$ cat src/rtl/vending_machine_param_if.sv
// Front-end bundle for the vending controller: keypad, card reader, bank and door
// inputs toward the controller, registered status outputs back to the front end.
interface vending_machine_param_if #(
    parameter int COST_W = 3
);
    // Level inputs are sampled on every rising clock edge. Strobes act on their rising
    // edge. Every output is registered. Pulse outputs are high for exactly one cycle.
    logic              i_reload;
    logic              i_card_in;
    logic [3:0]        i_item_code;
    logic              i_key_press;
    logic              i_valid_tran;
    logic              i_door_open;
    logic              o_vend;
    logic              o_invalid_sel;
    logic              o_sold_out;
    logic [COST_W-1:0] o_cost;
    logic              o_failed_tran;
    logic [2:0]        o_dbg_state;

    modport master (
        output i_reload, i_card_in, i_item_code, i_key_press, i_valid_tran, i_door_open,
        input  o_vend, o_invalid_sel, o_sold_out, o_cost, o_failed_tran, o_dbg_state
    );

    modport slave (
        input  i_reload, i_card_in, i_item_code, i_key_press, i_valid_tran, i_door_open,
        output o_vend, o_invalid_sel, o_sold_out, o_cost, o_failed_tran, o_dbg_state
    );
endinterface

$ cat src/rtl/vending_machine_param.sv
// Card-operated vending controller: two-digit item entry, per-slot stock,
// tiered pricing, per-state timeouts, abort on card removal.
module vending_machine_param #(
    parameter int NUM_ITEMS      = 20,
    parameter int STOCK_MAX      = 10,
    parameter int ITEMS_PER_TIER = 4,
    parameter int COST_W         = 3,
    parameter int TIMEOUT        = 5
) (
    input logic                    i_clk,
    input logic                    i_rst_n,
    vending_machine_param_if.slave bus
);
    localparam int STOCK_W  = $clog2(STOCK_MAX + 1);
    localparam int TMR_W    = $clog2(TIMEOUT + 1);
    localparam int IDX_W    = (NUM_ITEMS > 1) ? $clog2(NUM_ITEMS) : 1;
    localparam int COST_MAX = (1 << COST_W) - 1;

    typedef enum logic [2:0] {
        S_IDLE, S_GET_D1, S_GET_D2, S_CHECK, S_WAIT_TRAN, S_WAIT_OPEN, S_WAIT_CLOSE
    } state_t;

    state_t             r_state, w_next_state;
    logic [TMR_W-1:0]   r_timer;
    logic               r_card_d, r_key_d;
    logic [3:0]         r_d1, r_d2;
    logic [IDX_W-1:0]   r_sel;
    logic [STOCK_W-1:0] r_stock [NUM_ITEMS];
    logic               r_vend, r_invalid, r_sold_out, r_failed;
    logic [COST_W-1:0]  r_cost;

    logic               w_card_rise, w_key_rise, w_timeout, w_abort, w_code_ok;
    logic [7:0]         w_code, w_tier;
    logic [IDX_W-1:0]   w_idx;
    logic [COST_W-1:0]  w_cost, w_cost_nxt;
    logic               w_vend, w_invalid, w_sold_out, w_failed;
    logic               w_ld1, w_ld2, w_reload, w_dec, w_ld_sel;

    assign w_card_rise = bus.i_card_in & ~r_card_d;
    assign w_key_rise  = bus.i_key_press & ~r_key_d;
    assign w_timeout   = (r_timer == TMR_W'(TIMEOUT - 1));
    assign w_abort     = ~bus.i_card_in;

    // Digits above 9 make the code invalid even if the arithmetic lands in range.
    assign w_code    = 8'(r_d1) * 8'd10 + 8'(r_d2);
    assign w_code_ok = (r_d1 <= 4'd9) && (r_d2 <= 4'd9) && (w_code < 8'(NUM_ITEMS));
    assign w_idx     = w_code_ok ? w_code[IDX_W-1:0] : '0;
    assign w_tier    = 8'd1 + (w_code / 8'(ITEMS_PER_TIER));
    assign w_cost    = (w_tier > 8'(COST_MAX)) ? COST_W'(COST_MAX) : w_tier[COST_W-1:0];

    always_comb begin
        w_next_state = r_state;
        w_cost_nxt   = r_cost;
        w_vend       = r_vend;
        w_invalid    = 1'b0;
        w_sold_out   = 1'b0;
        w_failed     = 1'b0;
        w_ld1        = 1'b0;
        w_ld2        = 1'b0;
        w_reload     = 1'b0;
        w_dec        = 1'b0;
        w_ld_sel     = 1'b0;
        case (r_state)
            S_IDLE: begin
                if (bus.i_reload)     w_reload = 1'b1;
                else if (w_card_rise) w_next_state = S_GET_D1;
            end
            S_GET_D1: begin
                if (w_abort) w_next_state = S_IDLE;
                else if (w_key_rise) begin
                    w_ld1        = 1'b1;
                    w_next_state = S_GET_D2;
                end else if (w_timeout) w_next_state = S_IDLE;
            end
            S_GET_D2: begin
                if (w_abort) w_next_state = S_IDLE;
                else if (w_key_rise) begin
                    w_ld2        = 1'b1;
                    w_next_state = S_CHECK;
                end else if (w_timeout) begin
                    w_invalid    = 1'b1;
                    w_next_state = S_IDLE;
                end
            end
            S_CHECK: begin
                w_next_state = S_IDLE;
                if (w_abort) begin
                    w_next_state = S_IDLE;
                end else if (!w_code_ok) begin
                    w_invalid = 1'b1;
                end else if (r_stock[w_idx] == '0) begin
                    w_invalid  = 1'b1;
                    w_sold_out = 1'b1;
                end else begin
                    w_cost_nxt   = w_cost;
                    w_ld_sel     = 1'b1;
                    w_next_state = S_WAIT_TRAN;
                end
            end
            S_WAIT_TRAN: begin
                if (w_abort) begin
                    w_cost_nxt   = '0;
                    w_next_state = S_IDLE;
                end else if (bus.i_valid_tran) begin
                    w_dec        = 1'b1;
                    w_vend       = 1'b1;
                    w_next_state = S_WAIT_OPEN;
                end else if (w_timeout) begin
                    w_failed     = 1'b1;
                    w_cost_nxt   = '0;
                    w_next_state = S_IDLE;
                end
            end
            S_WAIT_OPEN: begin
                if (bus.i_door_open) begin
                    w_vend       = 1'b0;
                    w_next_state = S_WAIT_CLOSE;
                end else if (w_timeout) begin
                    w_vend       = 1'b0;
                    w_cost_nxt   = '0;
                    w_next_state = S_IDLE;
                end
            end
            S_WAIT_CLOSE: begin
                if (!bus.i_door_open) begin
                    w_cost_nxt   = '0;
                    w_next_state = S_IDLE;
                end
            end
            default: w_next_state = S_IDLE;
        endcase
    end

    always_ff @(posedge i_clk or negedge i_rst_n) begin
        if (!i_rst_n) begin
            r_state    <= S_IDLE;
            r_timer    <= '0;
            r_card_d   <= 1'b0;
            r_key_d    <= 1'b0;
            r_d1       <= '0;
            r_d2       <= '0;
            r_sel      <= '0;
            r_vend     <= 1'b0;
            r_invalid  <= 1'b0;
            r_sold_out <= 1'b0;
            r_failed   <= 1'b0;
            r_cost     <= '0;
        end else begin
            r_state    <= w_next_state;
            r_card_d   <= bus.i_card_in;
            r_key_d    <= bus.i_key_press;
            r_vend     <= w_vend;
            r_invalid  <= w_invalid;
            r_sold_out <= w_sold_out;
            r_failed   <= w_failed;
            r_cost     <= w_cost_nxt;
            if (w_ld1)    r_d1  <= bus.i_item_code;
            if (w_ld2)    r_d2  <= bus.i_item_code;
            if (w_ld_sel) r_sel <= w_idx;
            // Timer restarts on every state change so each wait gets a full window.
            if (w_next_state != r_state) r_timer <= '0;
            else if (!w_timeout)         r_timer <= r_timer + TMR_W'(1);
        end
    end

    always_ff @(posedge i_clk or negedge i_rst_n) begin
        if (!i_rst_n) begin
            for (int i = 0; i < NUM_ITEMS; i++) r_stock[i] <= '0;
        end else if (w_reload) begin
            for (int i = 0; i < NUM_ITEMS; i++) r_stock[i] <= STOCK_W'(STOCK_MAX);
        end else if (w_dec && (r_stock[r_sel] != '0)) begin
            r_stock[r_sel] <= r_stock[r_sel] - STOCK_W'(1);
        end
    end

    assign bus.o_vend        = r_vend;
    assign bus.o_invalid_sel = r_invalid;
    assign bus.o_sold_out    = r_sold_out;
    assign bus.o_cost        = r_cost;
    assign bus.o_failed_tran = r_failed;
    assign bus.o_dbg_state   = r_state;
endmodule

$ cat src/flat_wrapper.sv
// flat-port wrapper written by rule: the top's interface ports become plain ports
module vending_machine_param_flat 
#(
    parameter int NUM_ITEMS      = 20,
    parameter int STOCK_MAX      = 10,
    parameter int ITEMS_PER_TIER = 4,
    parameter int COST_W         = 3,
    parameter int TIMEOUT        = 5
)
  (i_clk, i_rst_n, bus_i_reload, bus_i_card_in, bus_i_item_code, bus_i_key_press, bus_i_valid_tran, bus_i_door_open, bus_o_vend, bus_o_invalid_sel, bus_o_sold_out, bus_o_cost, bus_o_failed_tran, bus_o_dbg_state);
  vending_machine_param_if #(.COST_W(COST_W)) bus_i ();
  input logic i_clk;
  input logic i_rst_n;
  input wire logic [$bits(bus_i.i_reload)-1:0] bus_i_reload;
  input wire logic [$bits(bus_i.i_card_in)-1:0] bus_i_card_in;
  input wire logic [$bits(bus_i.i_item_code)-1:0] bus_i_item_code;
  input wire logic [$bits(bus_i.i_key_press)-1:0] bus_i_key_press;
  input wire logic [$bits(bus_i.i_valid_tran)-1:0] bus_i_valid_tran;
  input wire logic [$bits(bus_i.i_door_open)-1:0] bus_i_door_open;
  output wire logic [$bits(bus_i.o_vend)-1:0] bus_o_vend;
  output wire logic [$bits(bus_i.o_invalid_sel)-1:0] bus_o_invalid_sel;
  output wire logic [$bits(bus_i.o_sold_out)-1:0] bus_o_sold_out;
  output wire logic [$bits(bus_i.o_cost)-1:0] bus_o_cost;
  output wire logic [$bits(bus_i.o_failed_tran)-1:0] bus_o_failed_tran;
  output wire logic [$bits(bus_i.o_dbg_state)-1:0] bus_o_dbg_state;
  assign bus_i.i_reload = bus_i_reload;
  assign bus_i.i_card_in = bus_i_card_in;
  assign bus_i.i_item_code = bus_i_item_code;
  assign bus_i.i_key_press = bus_i_key_press;
  assign bus_i.i_valid_tran = bus_i_valid_tran;
  assign bus_i.i_door_open = bus_i_door_open;
  assign bus_o_vend = bus_i.o_vend;
  assign bus_o_invalid_sel = bus_i.o_invalid_sel;
  assign bus_o_sold_out = bus_i.o_sold_out;
  assign bus_o_cost = bus_i.o_cost;
  assign bus_o_failed_tran = bus_i.o_failed_tran;
  assign bus_o_dbg_state = bus_i.o_dbg_state;
  vending_machine_param #(.NUM_ITEMS(NUM_ITEMS), .STOCK_MAX(STOCK_MAX), .ITEMS_PER_TIER(ITEMS_PER_TIER), .COST_W(COST_W), .TIMEOUT(TIMEOUT)) u_core (.i_clk(i_clk), .i_rst_n(i_rst_n), .bus(bus_i));
endmodule
$ cat config.mk
export PLATFORM = sky130hd
export DESIGN_NAME = vending_machine_param_flat
export DESIGN_NICKNAME = d
export VERILOG_FILES = /design/src/rtl/vending_machine_param_if.sv /design/src/rtl/vending_machine_param.sv /design/src/flat_wrapper.sv
export SDC_FILE = /design/constraint.sdc
export NUM_CORES = 1
export LEC_CHECK = 0
export ABC_AREA = 1
export CORE_UTILIZATION = 65
export CTS_CLUSTER_SIZE = 40
export DETAILED_ROUTE_END_ITERATION = 12
export PLACE_DENSITY = 0.94
export SYNTH_ARGS = -nofsm -noshare
export SYNTH_HDL_FRONTEND = slang
export SYNTH_SLANG_ARGS = --single-unit
export TNS_END_PERCENT = 10
$ cat constraint.sdc
create_clock -name i_clk -period 5.4 [get_ports i_clk]
set_clock_uncertainty 0.15 [all_clocks]
set_input_delay 1.08 -clock i_clk [delete_from_list [all_inputs] [get_ports i_clk]]
set_output_delay 1.08 -clock i_clk [all_outputs]
set_load 0.01 [all_outputs]
Yosys cells after proc, flatten, opt, wreduce, memory -nomap -nowiden

Cells that the tools add are included.

Add/subtract/negate cells: 4
Multipliers: 1
Order comparisons: 7
Equal/unequal tests: 18
Multiplexer cells: 70
Bitwise gates (word level): 6
Reduce and logical (&&, ||, !) cells: 12

Operator list:

| kind                                                                         | count |
|---|---|
| 80-bit 2-to-1 mux                                                            | 2 |
| 80-bit bitwise mux                                                           | 1 |
| 3-bit 2-to-1 mux                                                             | 25 |
| 4-bit binary-select mux with 5-bit select                                    | 2 |
| 1-bit 2-to-1 mux                                                             | 29 |
| 3-bit case mux with 7 select lines                                           | 1 |
| 4-bit demux with 5-bit select                                                | 1 |
| 4-bit 2-to-1 mux                                                             | 5 |
| 2-bit != test, second input constant                                         | 7 |
| 3-bit == test, second input constant                                         | 4 |
| 6-bit >= comparator, second input constant                                   | 2 |
| 5-bit inverter with 6-bit output                                             | 2 |
| 3-bit case mux with 4 select lines                                           | 1 |
| 8-bit by 4-bit adder with 8-bit output                                       | 1 |
| 8-bit by 3-bit > comparator with 1-bit output, second input constant         | 1 |
| 4-bit <= comparator, second input constant                                   | 2 |
| 8-bit by 5-bit less-than comparator with 1-bit output, second input constant | 1 |
| 4-bit nonzero test                                                           | 2 |
| 1-bit by 6-bit adder with 7-bit output, first input constant                 | 1 |
| 4-bit by 3-bit multiplier with 7-bit output, second input constant           | 1 |
| 7-bit AND reduction                                                          | 1 |
| 3-bit by 2-bit == test with 1-bit output, second input constant              | 2 |
| 6-bit by 1-bit less-than comparator with 1-bit output, second input constant | 1 |
| 5-bit 2-to-1 mux                                                             | 1 |
| other kinds (15)                                                             | 22 |

Register bits after elaboration: 108
Bits of input ports: 11
Output and inout port bits: 10
Word-level logic and storage cells: 150

Depth between registers and ports, before layout

Depth in word-level cells: 16
Mapped depth: 29
Gate-level depth less buffers: 28

Worst setup path after synthesis

Ideal clock, no wire load.

Path kind: reg-to-reg
Start: register u_core.r_d1[1]
End: register u_core.r_cost[0] (netlist: u_core.bus.o_cost[0])
Library setup time: 117 ps
Arrival: 3124 ps
Data required time: 5133 ps
Slack: 2009 ps
Cell stages (with the launch flop): 24
Path buffers: 1
Clock period less this slack: 3391 ps
Cell sequence: dfrtp_1 -> ha_1 -> ha_1 -> inv_1 -> fa_1 -> nor2_1 -> nand3_1 -> nand3b_1 -> nand2_1 -> nor2_4 -> nand3_1 -> buf_2 -> a21oi_1 -> nand2_1 -> a21boi_1 -> nor2_1 -> nand2_1 -> nand2_1 -> nand3_2 -> nand2_2 -> nand2_1 -> nand2_1 -> nand2_1 -> nand2_1

Longest elaborated chain between the ends: 12
Elaborated cells between the ends (all ways): 22
Those cells by class: add/sub (2); mul (1); order compare (3); eq/ne (2); mux (9); bitwise (1); reduce/logical (4)

RTL lines:

| element                                                | RTL line                     | RTL |
|---|---|---|
| start, declared                                        | vending_machine_param.sv:26  | `logic [3:0] r_d1, r_d2;` |
| start signal, assigned                                 | vending_machine_param.sv:157 | `if (w_ld1) r_d1 <= bus.i_item_code;` |
| 4-bit by 3-bit multiplier with 7-bit output            | vending_machine_param.sv:45  | `assign w_code = 8'(r_d1) * 8'd10 + 8'(r_d2);` |
| 8-bit by 4-bit adder with 8-bit output                 | vending_machine_param.sv:45  |  |
| 8-bit by 5-bit less-than comparator with 1-bit output  | vending_machine_param.sv:46  | `assign w_code_ok = (r_d1 <= 4'd9) && (r_d2 <= 4'd9) && (w_code < 8'(NUM_ITEMS));` |
| 1-bit logical AND                                      | vending_machine_param.sv:46  |  |
| 5-bit 2-to-1 mux                                       | vending_machine_param.sv:47  | `assign w_idx = w_code_ok ? w_code[IDX_W-1:0] : '0;` |
| 5-bit inverter with 6-bit output (implied by the code) | vending_machine_param.sv:91  | `end else if (r_stock[w_idx] == '0) begin` |
| 4-bit binary-select mux with 5-bit select              | vending_machine_param.sv:91  |  |
| 4-bit 2-to-1 mux (implied by the code) (2 in a row)    | vending_machine_param.sv:91  |  |
| 4-bit zero test                                        | vending_machine_param.sv:91  |  |
| 2-bit != test (no source line)                         | n/a                          |  |
| 7-bit AND reduction (no source line)                   | n/a                          |  |
| end signal, assigned                                   | vending_machine_param.sv:156 | `r_cost <= w_cost_nxt;` |
| end, declared                                          | vending_machine_param.sv:30  | `logic [COST_W-1:0] r_cost;` |

Several ways; a longest one is shown, not always the timed one. The select of a mux whose other input is x is not followed.
A chain may end at the register's enable or synchronous reset.

Worst setup path in the final report

Start: register u_core.r_d1[3]
End: register u_core.r_cost[0] (netlist: u_core.bus.o_cost[0])

Same word-level chain as after synthesis.

==> run metrics <==
die height=103.8 um; Detail Route Antenna Nets=0; Post-layout nets=959; RSZ-0062 raised after global routing=false; port buffer count=20; post-synthesis average cell area=7.284 um2; Syn Nets=950; Pins Over Slew Limit=0; CP Class=register to register; post-route minimum period=4.649 ns; Crit-path slowest cell=nand3_2; via count=6,395; GRT Total Usage=35.84%; critical path's top delay family=simple AND/OR/NAND/NOR gates; largest cells by area after synthesis=dfrtp_1, nand2_1, inv_1; leading cell type by number of instances after synthesis=nand2_1; CTS buffer count=9; Hold Vio Cnt, Final=0; critical path data required time=5.57 ns; Post-synth top cells=nand2_1, inv_1, dfrtp_1; dpl hpwl=13.29 mm; PD cells=595.0 nW/um2; Die Wd=103.8 um; diode count=0; TNS Setup=0 ns; Skew-Pair Late Insertion Delay=0.38 ns; final worst slack=0.7508 ns; HP Start=u_core.r_stock[59]; drt drc=0; Syn Std Cell Area=6730 um2; Yosys cell types=47; Synth top area share=40.16%; Crit Path Max Fanout=31; Reg2Reg Launch Point=u_core.r_d1[3]; CTS H-tree depth=3; Routed WL per cell=17.04 um; worst min path class=register to register; Worst-path clk slew=0.10 ns; status=completed; crit path DAT=4.82 ns; crit-path max cell delay=0.56 ns; Post-synth top flop=dfrtp_1; Starting Density=67.92%; Max VDD drop=0.3001 mV; io pins=21; gp weighted congestion=0.9622; cell mode on critical path=nand2_1; met1 WL=7.306 mm; vias in the first global route=6,152; routed wl met2=8.396 mm; Worst-Margin Slew=0.8437 ns; dpl ws=0.8213 ns; 1st-pass router iterations=6; Worst Setup SP=u_core.r_d1[3]; final setup fails=0; core area=9910 um2; Synth Register Bits=108; Avg Vias per Cell=5.988; highest routed layer=met4; sequential fraction of the synthesis area=40.16%; CP Capture Type=register; CTS tree=done; Routed Wire Length=18.20 mm; die area=10,770 um2; Leakage=3.470 nW; CTS root buffer=clkbuf_8; fmax=215.1 MHz; Post-Synthesis Cells=924; clk buf depth=2; max_cap viols=0; worst hold slack=0.3530 ns; antenna violations before repair=0; area delta synth->final=6.377%; Overall Power=4.260 mW; # hold bufs at CTS=0; first-pass GRT wire length=30.31 mm; Sink Count=108; Setup Buffers After CTS=0; DRT iter0 DRCs=698; synth warn=0; cts repair resizes=0; async set-reset flop share out of synthesis=100.0%; GRT overflow=0; Synth area leader=dfrtp_1; crit-path cells=ha_1 > ha_1 > inv_1 > fa_1 > nor2_1 > nand3_1 > nand3b_1 > nand2_1 > nor2_4 > nand3_2 > inv_2 > nand2_1 > o21ai_0 > nor2_1 > o21ai_0 > nand2_1 > nand2_1 > nand3_2 > nand2_2 > nand2_1 > nand2_1 > nand2_1 > nand2_1; FP Rows=36; largest net degree at the start of global routing=63; period utilization=86.10%; met3 wire len=1.797 mm; number of synthesized flops with an enable pin=0; fraction of layout cells with a size suffix above 1=8.021%; buffers and inverters on the worst path=2; Critical Path Source Type=register; Slew HR=43.60%
[worst register-to-register path: stages, from the launching register on]
cell and delay, ns:
dfrtp_1 0.45, ha_1 0.31, ha_1 0.22, inv_1 0.07
fa_1 0.45, nor2_1 0.16, nand3_1 0.10, nand3b_1 0.09
nand2_1 0.09, nor2_4 0.33, nand3_2 0.56, inv_2 0.36
nand2_1 0.08, o21ai_0 0.08, nor2_1 0.06, o21ai_0 0.18
nand2_1 0.07, nand2_1 0.08, nand3_2 0.10, nand2_2 0.21
nand2_1 0.14, nand2_1 0.13, nand2_1 0.08, nand2_1 0.06
[power breakdown]
part           internal [mW]  leakage [nW]  total [mW]  switching, mW
Clock                  0.255        0.0977       0.526          0.270
Sequential             0.995          1.33        1.15          0.156
Combinational          0.778          2.04        2.58           1.81
Total                   2.03          3.47        4.26           2.23
[routing by layer]
layer	vias up	GRT usage [%]
li1	3022	-
met1	2975	47.18
met2	340	57.09
met3	58	6.545
met4	0	18.06
met5	-	0
[area by class of cell]
type	count	area, um2
multi-input cells	628	3249
fillers	811	2750
flip-flops and latches	108	2703
inverters	163	620.6
repair buffers	23	220.2
well taps	133	166.4
clock buffers	9	123.9
clock inverters	4	76.32
[state kept, by name, summed over array words and instances (netlist names), 3 cells and up]
signal and cells:
u_core.r_sel 5, u_core.r_stock 80, u_core.r_d1 4, u_core.bus.o_dbg_state 3, u_core.r_d2 4, u_core.bus.o_cost 3, u_core.r_timer 3
[path summary, 6_finish.rpt]
path,endpoint,slack [ns],cells past startpoint
max,u_core.bus.o_cost[0],0.75,23
min,u_core.r_stock[59],0.35,2
max reg2reg,u_core.bus.o_cost[0],0.75,23
min reg2reg,u_core.r_stock[59],0.35,2
max in group asynchronous,u_core.r_stock[60],3.41,2
min in group asynchronous,u_core.r_d1[1],0.62,1
[cell families (layout without fill, tap and decap cells)]
group           count (synthesis)  in the layout  synth area share [%]
simple gates                  424            424                 27.74
compound gates                185            185                 16.90
flops                         108            108                 40.16
buf+inv                       188            199                 11.56
fa+ha+maj                      15             15                 3.012
xor+xnor                        4              4                0.6322
[stage by stage]
step	instance area, um2	std cells	util [%]
2_1_floorplan	6730	924	-
3_3_place_gp	6959	1055	70.23
3_5_place_dp	6959	1055	70.23
4_1_cts	7159	1068	72.25
5_1_grt	7159	1068	72.25
6_report	7159	1068	72.25
[placed cells by master (no fill, tap or decap), types with 13 or more instances in the layout]
cell               n
nand3_1           60
a22oi_1           15
ha_1              13
a21oi_1           28
o21ai_0           41
nor2_1            94
nand2_1          210
clkdlybuf4s50_1   19
o21ai_1           38
dfrtp_1          108
o22ai_1           36
nand4_1           15
inv_2             13
inv_1            144
nand2_2           17
Power figures use the tool's default switching activity.
